[src/rtl/decoder_stream_pkg.sv]
// Shared types, constants and the line-decode function for decoder_stream.
package decoder_stream_pkg;

  typedef enum logic [1:0] {
    DEC_ONEHOT   = 2'b00,
    DEC_THERM    = 2'b01,
    DEC_ONEHOT_N = 2'b10,
    DEC_RSVD     = 2'b11
  } dec_mode_e;

  localparam int ERR_CNT_W = 16;

  // Widest code is 8 bits, so at most 256 lines ever exist.
  localparam int MAX_CODE_W = 8;
  localparam int MAX_LINES  = 256;

  // Decode one code into a MAX_LINES-wide vector; only the low n_lines bits
  // are meaningful, the rest are always 0. An out-of-range code yields all 0
  // lines except in ONEHOT_N, where every valid line is 1.
  function automatic logic [MAX_LINES-1:0] dec_lines(
    input logic [MAX_CODE_W-1:0] code,
    input dec_mode_e             mode,
    input int                    n_lines
  );
    logic [MAX_LINES-1:0] l;
    int c;
    bit oor;
    c   = int'(code);
    oor = (c >= n_lines);
    l   = '0;
    for (int i = 0; i < MAX_LINES; i++) begin
      if (i < n_lines) begin
        if (oor) begin
          l[i] = (mode == DEC_ONEHOT_N);
        end else begin
          case (mode)
            DEC_THERM:    l[i] = (i <= c);
            DEC_ONEHOT_N: l[i] = (i != c);
            default:      l[i] = (i == c);  // ONEHOT and the reserved encoding
          endcase
        end
      end
    end
    return l;
  endfunction

endpackage

[src/rtl/decoder_stream_fifo.sv]
// Synchronous FIFO holding decoded {err, lines} entries. Read data is the
// registered head, forced to 0 while empty so the output never shows stale data.
module decoder_stream_fifo #(
  parameter int WIDTH = 9,
  parameter int DEPTH = 2
) (
  input  logic             clk,
  input  logic             rst,
  input  logic             push,
  input  logic             pop,
  input  logic [WIDTH-1:0] wdata,
  output logic [WIDTH-1:0] rdata,
  output logic             full,
  output logic             empty
);

  localparam int AW = $clog2(DEPTH);

  logic [DEPTH-1:0][WIDTH-1:0] mem;
  logic [AW-1:0]               wr_ptr;
  logic [AW-1:0]               rd_ptr;
  logic [AW:0]                 count;
  logic                        push_ok;
  logic                        pop_ok;

  assign full    = (count == (AW+1)'(DEPTH));
  assign empty   = (count == '0);
  assign push_ok = push && !full;
  assign pop_ok  = pop && !empty;
  assign rdata   = empty ? '0 : mem[rd_ptr];

  // Storage array; contents need no reset because occupancy gates visibility.
  always_ff @(posedge clk) begin
    if (push_ok) mem[wr_ptr] <= wdata;
  end

  // Pointers wrap naturally modulo DEPTH (power of two); occupancy tracks both.
  always_ff @(posedge clk) begin
    if (!rst) begin
      wr_ptr <= '0;
      rd_ptr <= '0;
      count  <= '0;
    end else begin
      if (push_ok) wr_ptr <= wr_ptr + 1'b1;
      if (pop_ok)  rd_ptr <= rd_ptr + 1'b1;
      case ({push_ok, pop_ok})
        2'b10:   count <= count + 1'b1;
        2'b01:   count <= count - 1'b1;
        default: count <= count;
      endcase
    end
  end

endmodule

[src/rtl/decoder_stream.sv]
// Flow-controlled binary decoder: decodes each accepted code, queues the result
// with its out-of-range flag, and keeps a saturating count of bad codes.
module decoder_stream
  import decoder_stream_pkg::*;
#(
  parameter int IN_WIDTH  = 3,
  parameter int OUT_LINES = 8,
  parameter int DEPTH     = 2
) (
  input  logic                 clk,
  input  logic                 rst,
  input  logic                 in_valid,
  output logic                 in_ready,
  input  logic [IN_WIDTH-1:0]  in_code,
  input  logic [1:0]           in_mode,
  output logic                 out_valid,
  input  logic                 out_ready,
  output logic [OUT_LINES-1:0] out_lines,
  output logic                 out_err,
  output logic [ERR_CNT_W-1:0] err_count,
  input  logic                 err_clr
);

  logic                 run;       // low during reset and the cycle it is held
  logic                 full;
  logic                 empty;
  logic                 accept;
  logic                 pop;
  logic [MAX_LINES-1:0] dec_full;
  logic [OUT_LINES-1:0] dec;
  logic                 dec_err;
  logic [OUT_LINES:0]   head;

  // Ready is qualified by a registered run flag so reset never reaches
  // in_ready combinationally, yet it reads 0 throughout reset.
  always_ff @(posedge clk) begin
    if (!rst) run <= 1'b0;
    else      run <= 1'b1;
  end

  assign in_ready  = run && !full;
  assign accept    = in_valid && in_ready;
  assign out_valid = !empty;
  assign pop       = out_valid && out_ready;

  assign dec_full = dec_lines(MAX_CODE_W'(in_code), dec_mode_e'(in_mode), OUT_LINES);
  assign dec      = dec_full[OUT_LINES-1:0];
  assign dec_err  = (32'(in_code) >= 32'(OUT_LINES));

  generate
    if (OUT_LINES < MAX_LINES) begin : g_unused
      logic unused_hi;
      assign unused_hi = ^dec_full[MAX_LINES-1:OUT_LINES];
    end
  endgenerate

  decoder_stream_fifo #(
    .WIDTH (OUT_LINES + 1),
    .DEPTH (DEPTH)
  ) u_fifo (
    .clk   (clk),
    .rst   (rst),
    .push  (accept),
    .pop   (pop),
    .wdata ({dec_err, dec}),
    .rdata (head),
    .full  (full),
    .empty (empty)
  );

  assign out_err   = head[OUT_LINES];
  assign out_lines = head[OUT_LINES-1:0];

  // Saturating error counter; clear beats a same-cycle erroneous accept.
  always_ff @(posedge clk) begin
    if (!rst) begin
      err_count <= '0;
    end else if (err_clr) begin
      err_count <= '0;
    end else if (accept && dec_err && (err_count != '1)) begin
      err_count <= err_count + 1'b1;
    end
  end

endmodule

[config.mk]
export PLATFORM = sky130hd
export DESIGN_NAME = decoder_stream
export DESIGN_NICKNAME = d
export VERILOG_FILES = /design/src/rtl/decoder_stream_pkg.sv /design/src/rtl/decoder_stream_fifo.sv /design/src/rtl/decoder_stream.sv
export SDC_FILE = /design/constraint.sdc
export NUM_CORES = 1
export LEC_CHECK = 0
export CAP_MARGIN = 20
export CELL_PAD_IN_SITES_DETAIL_PLACEMENT = 1
export CELL_PAD_IN_SITES_GLOBAL_PLACEMENT = 1
export CORE_ASPECT_RATIO = 1.1
export CORE_MARGIN = 1
export CORE_UTILIZATION = 36
export CTS_BUF_LIST = sky130_fd_sc_hd__clkbuf_2 sky130_fd_sc_hd__clkbuf_4 sky130_fd_sc_hd__clkbuf_8
export CTS_CLUSTER_SIZE = 12
export DETAILED_ROUTE_END_ITERATION = 10
export PLACE_DENSITY = 0.87
export SLEW_MARGIN = 10
export SYNTH_ARGS = -nofsm -noshare
export SYNTH_HDL_FRONTEND = slang
export SYNTH_SLANG_ARGS = --single-unit
[constraint.sdc]
create_clock -name clk -period 2.1 [get_ports clk]
set_clock_uncertainty 0.05 [all_clocks]
set_input_delay 0.315 -clock clk [delete_from_list [all_inputs] [get_ports clk]]
set_output_delay 0.315 -clock clk [all_outputs]
set_load 0.01 [all_outputs]
# --- After elaboration in Yosys (flattened, before gate mapping) ---
# Index checks and enable logic that the tools add are counted.
totals:
  regBits: 23
  elab_cells: 67
  in_bits: 10
  out_inout_bits: 27
classes:
  n_eq_ne: 19
  magnitude_cmp: 10
  n_addsub: 4
  reduce_logical: 12
  n_mux: 16
op_table:
  columns: ["operator", "count"]
  rows:
  - ["two-way mux 9 bit", 4]
  - ["bitwise mux 18 bit", 1]
  - ["case mux 1 bit (2 select lines)", 8]
  - ["equality test 3 bit (first input constant)", 4]
  - ["<= comparator 3 bit (first input constant)", 4]
  - ["!= test 3 bit (first input constant)", 4]
  - ["demux 9 bit (select 1 bit)", 1]
  - ["equality test 2 bit (second input constant)", 3]
  - ["equality test 2 x 3 -> 1 bit (first input constant)", 2]
  - ["<= comparator 2 x 3 -> 1 bit (first input constant)", 2]
  - ["logical AND 1 bit", 6]
  - ["!= test 2 x 3 -> 1 bit (first input constant)", 2]
  - ["equality test 2 x 1 -> 1 bit (second input constant)", 2]
  - ["less-than comparator 1 x 2 -> 1 bit (second input constant)", 2]
  - ["case mux 2 bit (2 select lines)", 1]
  - ["equality test 1 x 3 -> 1 bit (first input constant)", 1]
  - ["<= comparator 1 x 3 -> 1 bit (first input constant)", 1]
  - ["logical NOT 3 bit", 1]
  - ["!= test 1 x 3 -> 1 bit (first input constant)", 1]
  - ["nonzero test 3 bit", 1]
  - ["adder 1 bit (second input constant)", 2]
  - ["adder 2 x 1 -> 2 bit (second input constant)", 1]
  - ["logical NOT 1 bit", 2]
  - ["logical NOT 2 bit", 1]
  - ["4 further kinds", 4]

# --- Longest topological paths before layout ---
logic_depth:
  ltp_word: 7
  mapped_depth: 7
  mapped_depth_nobuf: 6

# --- Modules after synthesis ---
# Synthesis repeated with hierarchy kept, for this count alone.
hier_totals:
  hier_cells: 129
  area_unflattened_um2: 1357.6
modules_own_cells:
  columns: ["module", "area_per_inst_um2", "n_inst", "cells_each"]
  rows:
  - ["decoder_stream_fifo", 878.3, 1, 62]
  - ["decoder_stream", 479.2, 1, 67]

# --- Worst setup path before layout ---
# No wires, ideal clock.
synth_timing:
  kind: "reg2reg"
  start: "reg u_fifo.count[0]"
  end: "reg u_fifo.count[1]"
  required_ns: 1.974
  stages_incl_launch_ff: 7
  arrival_time_ns: 1.507
  period_less_slack_ns: 1.632
  slack_ns: 0.468
  path_cell_list: "dfxtp_1 > buf_4 > o21ai_0 > inv_1 > ha_1 > or3_1 > a21boi_0"
synth_via:
  word_cells_on_any_way: 15
synth_rtl:
  columns: ["element", "line", "text"]
  rows:
  - ["start, declared", "decoder_stream_fifo.sv:22", "logic [AW:0] count;"]
  - ["start signal, assigned", "decoder_stream_fifo.sv:47", "2'b10: count <= count + 1'b1;"]
  - ["start signal, assigned", "decoder_stream_fifo.sv:48", "2'b01: count <= count - 1'b1;"]
  - ["start signal, assigned", "decoder_stream_fifo.sv:49", "default: count <= count;"]
  - ["logical NOT 2 bit *", "decoder_stream_fifo.sv:27", "assign empty = (count == '0);"]
  - ["logical NOT 1 bit *", "decoder_stream_fifo.sv:29, decoder_stream.sv:43", null]
  - ["logical AND 1 bit", "decoder_stream.sv:44", "assign pop = out_valid && out_ready;"]
  - ["logical AND 1 bit *", "decoder_stream_fifo.sv:29", "assign pop_ok = pop && !empty;"]
  - ["via u_fifo.pop_ok", "decoder_stream_fifo.sv:24", "logic pop_ok;"]
  - ["equality test 2 x 1 -> 1 bit or equality test 2 bit (tied branches)", "decoder_stream_fifo.sv:46", "case ({push_ok, pop_ok})"]
  - ["case mux 2 bit (2 select lines) or nonzero test 2 bit (tied branches)", null, null]
# Mark *: on every way through the listed nets, which the timed path passes. The rest lies on a longest branch.
# A chain may end at the register's enable or synchronous reset.

# --- Worst setup path in the final report ---
layout_timing:
  start: "reg u_fifo.rd_ptr"
  end: "out out_lines[3]"
layout_via:
  elab_chain_len: 3
layout_rtl:
  columns: ["element", "line", "text"]
  rows:
  - ["start, declared", "decoder_stream_fifo.sv:21", "logic [AW-1:0] rd_ptr;"]
  - ["start signal, assigned", "decoder_stream_fifo.sv:45", "if (pop_ok) rd_ptr <= rd_ptr + 1'b1;"]
  - ["two-way mux 9 bit (not written as such) (2 in series)", "decoder_stream_fifo.sv:30", "assign rdata = empty ? '0 : mem[rd_ptr];"]
  - ["two-way mux 9 bit", "decoder_stream_fifo.sv:30", null]
  - ["end, declared", "decoder_stream.sv:18", "output logic [OUT_LINES-1:0] out_lines,"]
# Every way passes these cells. The select of a mux whose other input is x is not followed.

==> flow_summary_export.csv <==
group,metric,value,unit
outcome,outcome,"finished with violations",
outcome,failed_checks,"design-rule violations",
worst_setup_path,critPathRequiredTime,1.74,ns
floorplanning,die_w,58.0,microns
synthesis,yosys.area.top_type_share,38.6,%
detailed_routing,wl,2.41,mm
worst_setup_path,cp_slowest_cell,"dfxtp_2",
global_routing,grt_max_degree,14,
worst_setup_path,path_cells,"mux2i_1 -> nor2_1 -> clkdlybuf4s50_1",
placed_design,port-buffer-count,18,
min_path,hold_depth,2,
clock_tree,hold_buffers,0,
sta,max_freq,506,MHz
sta,period_needed,1.98,ns
sta,rsz0062_at_grt,"false",
worst_setup_path,critPathArrivalTime,1.61,ns
synthesis,yosys-top-cells-count,"18 x buf_4, 16 x edfxtp_1, 14 x nor2_1",
power_and_ir_drop,p_int,0.893,mW
synthesis,ys_warn_count,0,
synthesis,synth_area_per_cell,10.0,sq um
clock_tree,cts_buffers,3,
global_routing,track_usage,15.0,%
power_and_ir_drop,combPwrFrac,42.6,%
detailed_routing,drc,2,
synthesis,ys_types,34,
clock_tree,clkTransAtPathRegs,0.12,ns
global_routing,antenna_found_initial,0,
floorplanning,ios,37,
worst_setup_path,critical-path-max-stage-delay,0.51,ns
floorplanning,fp-row-count,22,
min_path,hold_path_class,"flip-flop to flip-flop",
global_routing,grt_first_pass_wirelength,4.19,mm
worst_setup_path,critPathLaunchType,"flip-flop",
placed_design,gp_congestion,0.830,
floorplanning,die_area,3690,sq um
cells_and_area,synthToLayoutAreaGrowth,19.2,%
flow_run,max_cap_viol_count,0,
clock_tree,cts_root_buffer,"clkbuf_4",
synthesis,postSynthCellCount,124,
power_and_ir_drop,switchingPower,0.447,mW
sta,hold_slack,0.451,ns
synthesis,async_reset_ff_share,0,%
sta,fin_crit_sh,94.1,%
synthesis,synth_ff_type,"edfxtp_1",
synthesis,yosysTopAreaCell,"edfxtp_1",
cells_and_area,drive_above_1_share,10.1,%
clock_tree,htree_levels,1,
worst_setup_path,rr_worst_depth,5,
worst_setup_path,path_depth,3,
power_and_ir_drop,swShare,33.3,%
placed_design,place_hpwl,1.96,mm
power_and_ir_drop,clkPwrFrac,14.5,%
synthesis,yosysMostFrequentCell,"buf_4",
global_routing,grt_pass1_vias,929,
power_and_ir_drop,ir_worst_vdd,0.305,mV
power_and_ir_drop,powerDensity,903,nW/um^2
sta,setup_viol,0,
sta,report.final.hold_viol_count,0,
worst_setup_path,critical_path_class,"flip-flop to output pin",
detailed_routing,first_iter_violations,20,
power_and_ir_drop,power,1.34,mW
cells_and_area,num_antenna_cells,0,
worst_setup_path,critPathMaxFanout,9,
clock_tree,insertion_delay,0.32,ns
synthesis,synth_area,1240,sq um
global_routing,grt-ovfl-total,0,
detailed_routing,num_vias,892,
synthesis,synth_edf_count,16,
floorplanning,start_util,37.3,%
worst_setup_path,cp_num_buf_inv,1,
clock_tree,cts_tree,"built",
floorplanning,dieHeight,63.6,microns
synthesis,synth_area_leaders,"edfxtp_1 39%, buf_4 11%, dfxtp_1 8.0%",
worst_setup_path,cp-end-kind,"output pin",
clock_tree,cts_sinks,21,
sta,slew_headroom,67.0,%
detailed_routing,avgViaCountPerCell,4.55,
detailed_routing,first_pass_iters,7,
worst_setup_path,crit_family,"flip-flops",
synthesis,ys_seq_area_share,46.7,%
power_and_ir_drop,power.leakage,0.601,nW
sta,slew_viol_final,0,
detailed_routing,antenna_left,0,
clock_tree,cts_buffer_depth,2,
floorplanning,fp.coreArea,3330,sq um
sta,tightest_slew,0.488,ns
power_and_ir_drop,power_frac_seq,42.9,%
synthesis,ys_seq_elements,21,
cells_and_area,nets,162,
detailed_routing,wl_per_cell,12.3,microns
## per-layer routing
| metal | GRT usage, % | up-vias | wire length [microns] |
|---|---|---|---|
| met5 | 0 | - | 0 |
| met4 | 8.04 | 0 | 31 |
| met3 | 1.85 | 3 | 82 |
| met2 | 27.2 | 30 | 1340 |
| met1 | 16.6 | 414 | 957 |
| li1 | - | 445 | - |
## tightest hold or removal path, cell delays in order (launching register included)
cell and delay, ns:
dfxtp_1 0.35, nand2_1 0.06, mux2i_1 0.06
## through the flow
| stage | setup TNS, ns | instances | util [%] | setup slack, ns | instance area [sq um] |
|---|---|---|---|---|---|
| 2_1_floorplan | 0 | 140 | - | 0.468 | 1300 |
| 5_1_grt | 0 | 196 | 44.5 | 0.00905 | 1480 |
| 6_report | 0 | 196 | 44.5 | 0.123 | 1480 |
| 4_1_cts | 0 | 196 | 44.5 | 0.0629 | 1480 |
| 3_5_place_dp | -0.00728 | 192 | 43.6 | -0.00365 | 1450 |
| 3_3_place_gp | 0 | 192 | 43.6 | 0.0301 | 1450 |
## cell type report
class                           count  area [sq um]
Clock buffer                        3          22.5
Clock inverter                      1          5.00
Fill cell                         400          1850
Inverter                            8          30.0
Multi-Input combinational cell     88           534
Sequential cell                    21           583
Tap cell                           48          60.1
Timing Repair Buffer               27           248
## power by group through the flow
stage               combinational, mW  sequential [mW]  clock (mW)
floorplan                       0.392            0.526           0
global placement                0.545            0.571           0
detailed placement              0.574            0.580           0
CTS                             0.576            0.572       0.197
global route                    0.636            0.585       0.216
finish                          0.571            0.574       0.194
## sequential cells by signal, summed over array words and instances (netlist names)
register / cells
u_fifo.mem: 16
u_fifo.count: 2
run: 1
u_fifo.rd_ptr: 1
u_fifo.wr_ptr: 1
## layout by cell type, fill, tap and decap left out, types with 2 or more instances in the layout
master           count
o22ai_1              2
nand2_1              5
dfxtp_2              2
ha_1                 3
xnor2_1              3
mux2i_1              9
dfxtp_1              3
and2_1               2
clkdlybuf4s50_1     18
or3_1                2
buf_4                9
edfxtp_1            16
o21a_1               2
nor2_1              14
clkbuf_4             3
conb_1              17
nand2b_1             2
a21oi_1              4
a21o_1               4
inv_1                8
o21ai_0              4
a22oi_1              2
## path summary, 6_finish.rpt
check                               start                           end  slack (ns)
max            u_fifo.rd_ptr$_SDFFE_PN0P_                  out_lines[3]        0.12
min            u_fifo.wr_ptr$_SDFFE_PN0N_    u_fifo.wr_ptr$_SDFFE_PN0N_        0.45
max reg2reg  u_fifo.count[1]$_SDFFE_PN0P_  u_fifo.count[1]$_SDFFE_PN0P_        0.25
min reg2reg    u_fifo.wr_ptr$_SDFFE_PN0N_    u_fifo.wr_ptr$_SDFFE_PN0N_        0.45
## cell families (layout without fill, tap and decap cells)
family | Yosys count | after routing | share of synthesized area [%]
adders and majority gates | 3 | 3 | 3.02
AOI/OAI and AO/OA | 24 | 24 | 12.8
muxes | 9 | 9 | 7.24
buffers and inverters | 31 | 39 | 15.2
xor gates and xnor gates | 3 | 3 | 2.11
and+or+nand+nor | 32 | 32 | 12.7
DFF | 21 | 21 | 46.7
other | 1 | 17 | 0.302
## timing repair
action | CTS | global route
resized for setup | 1 | 1
setup endpoints to repair | 8 | 8
buffers inserted | 0 | 0
No activity file was read; power rests on OpenSTA's default activity.
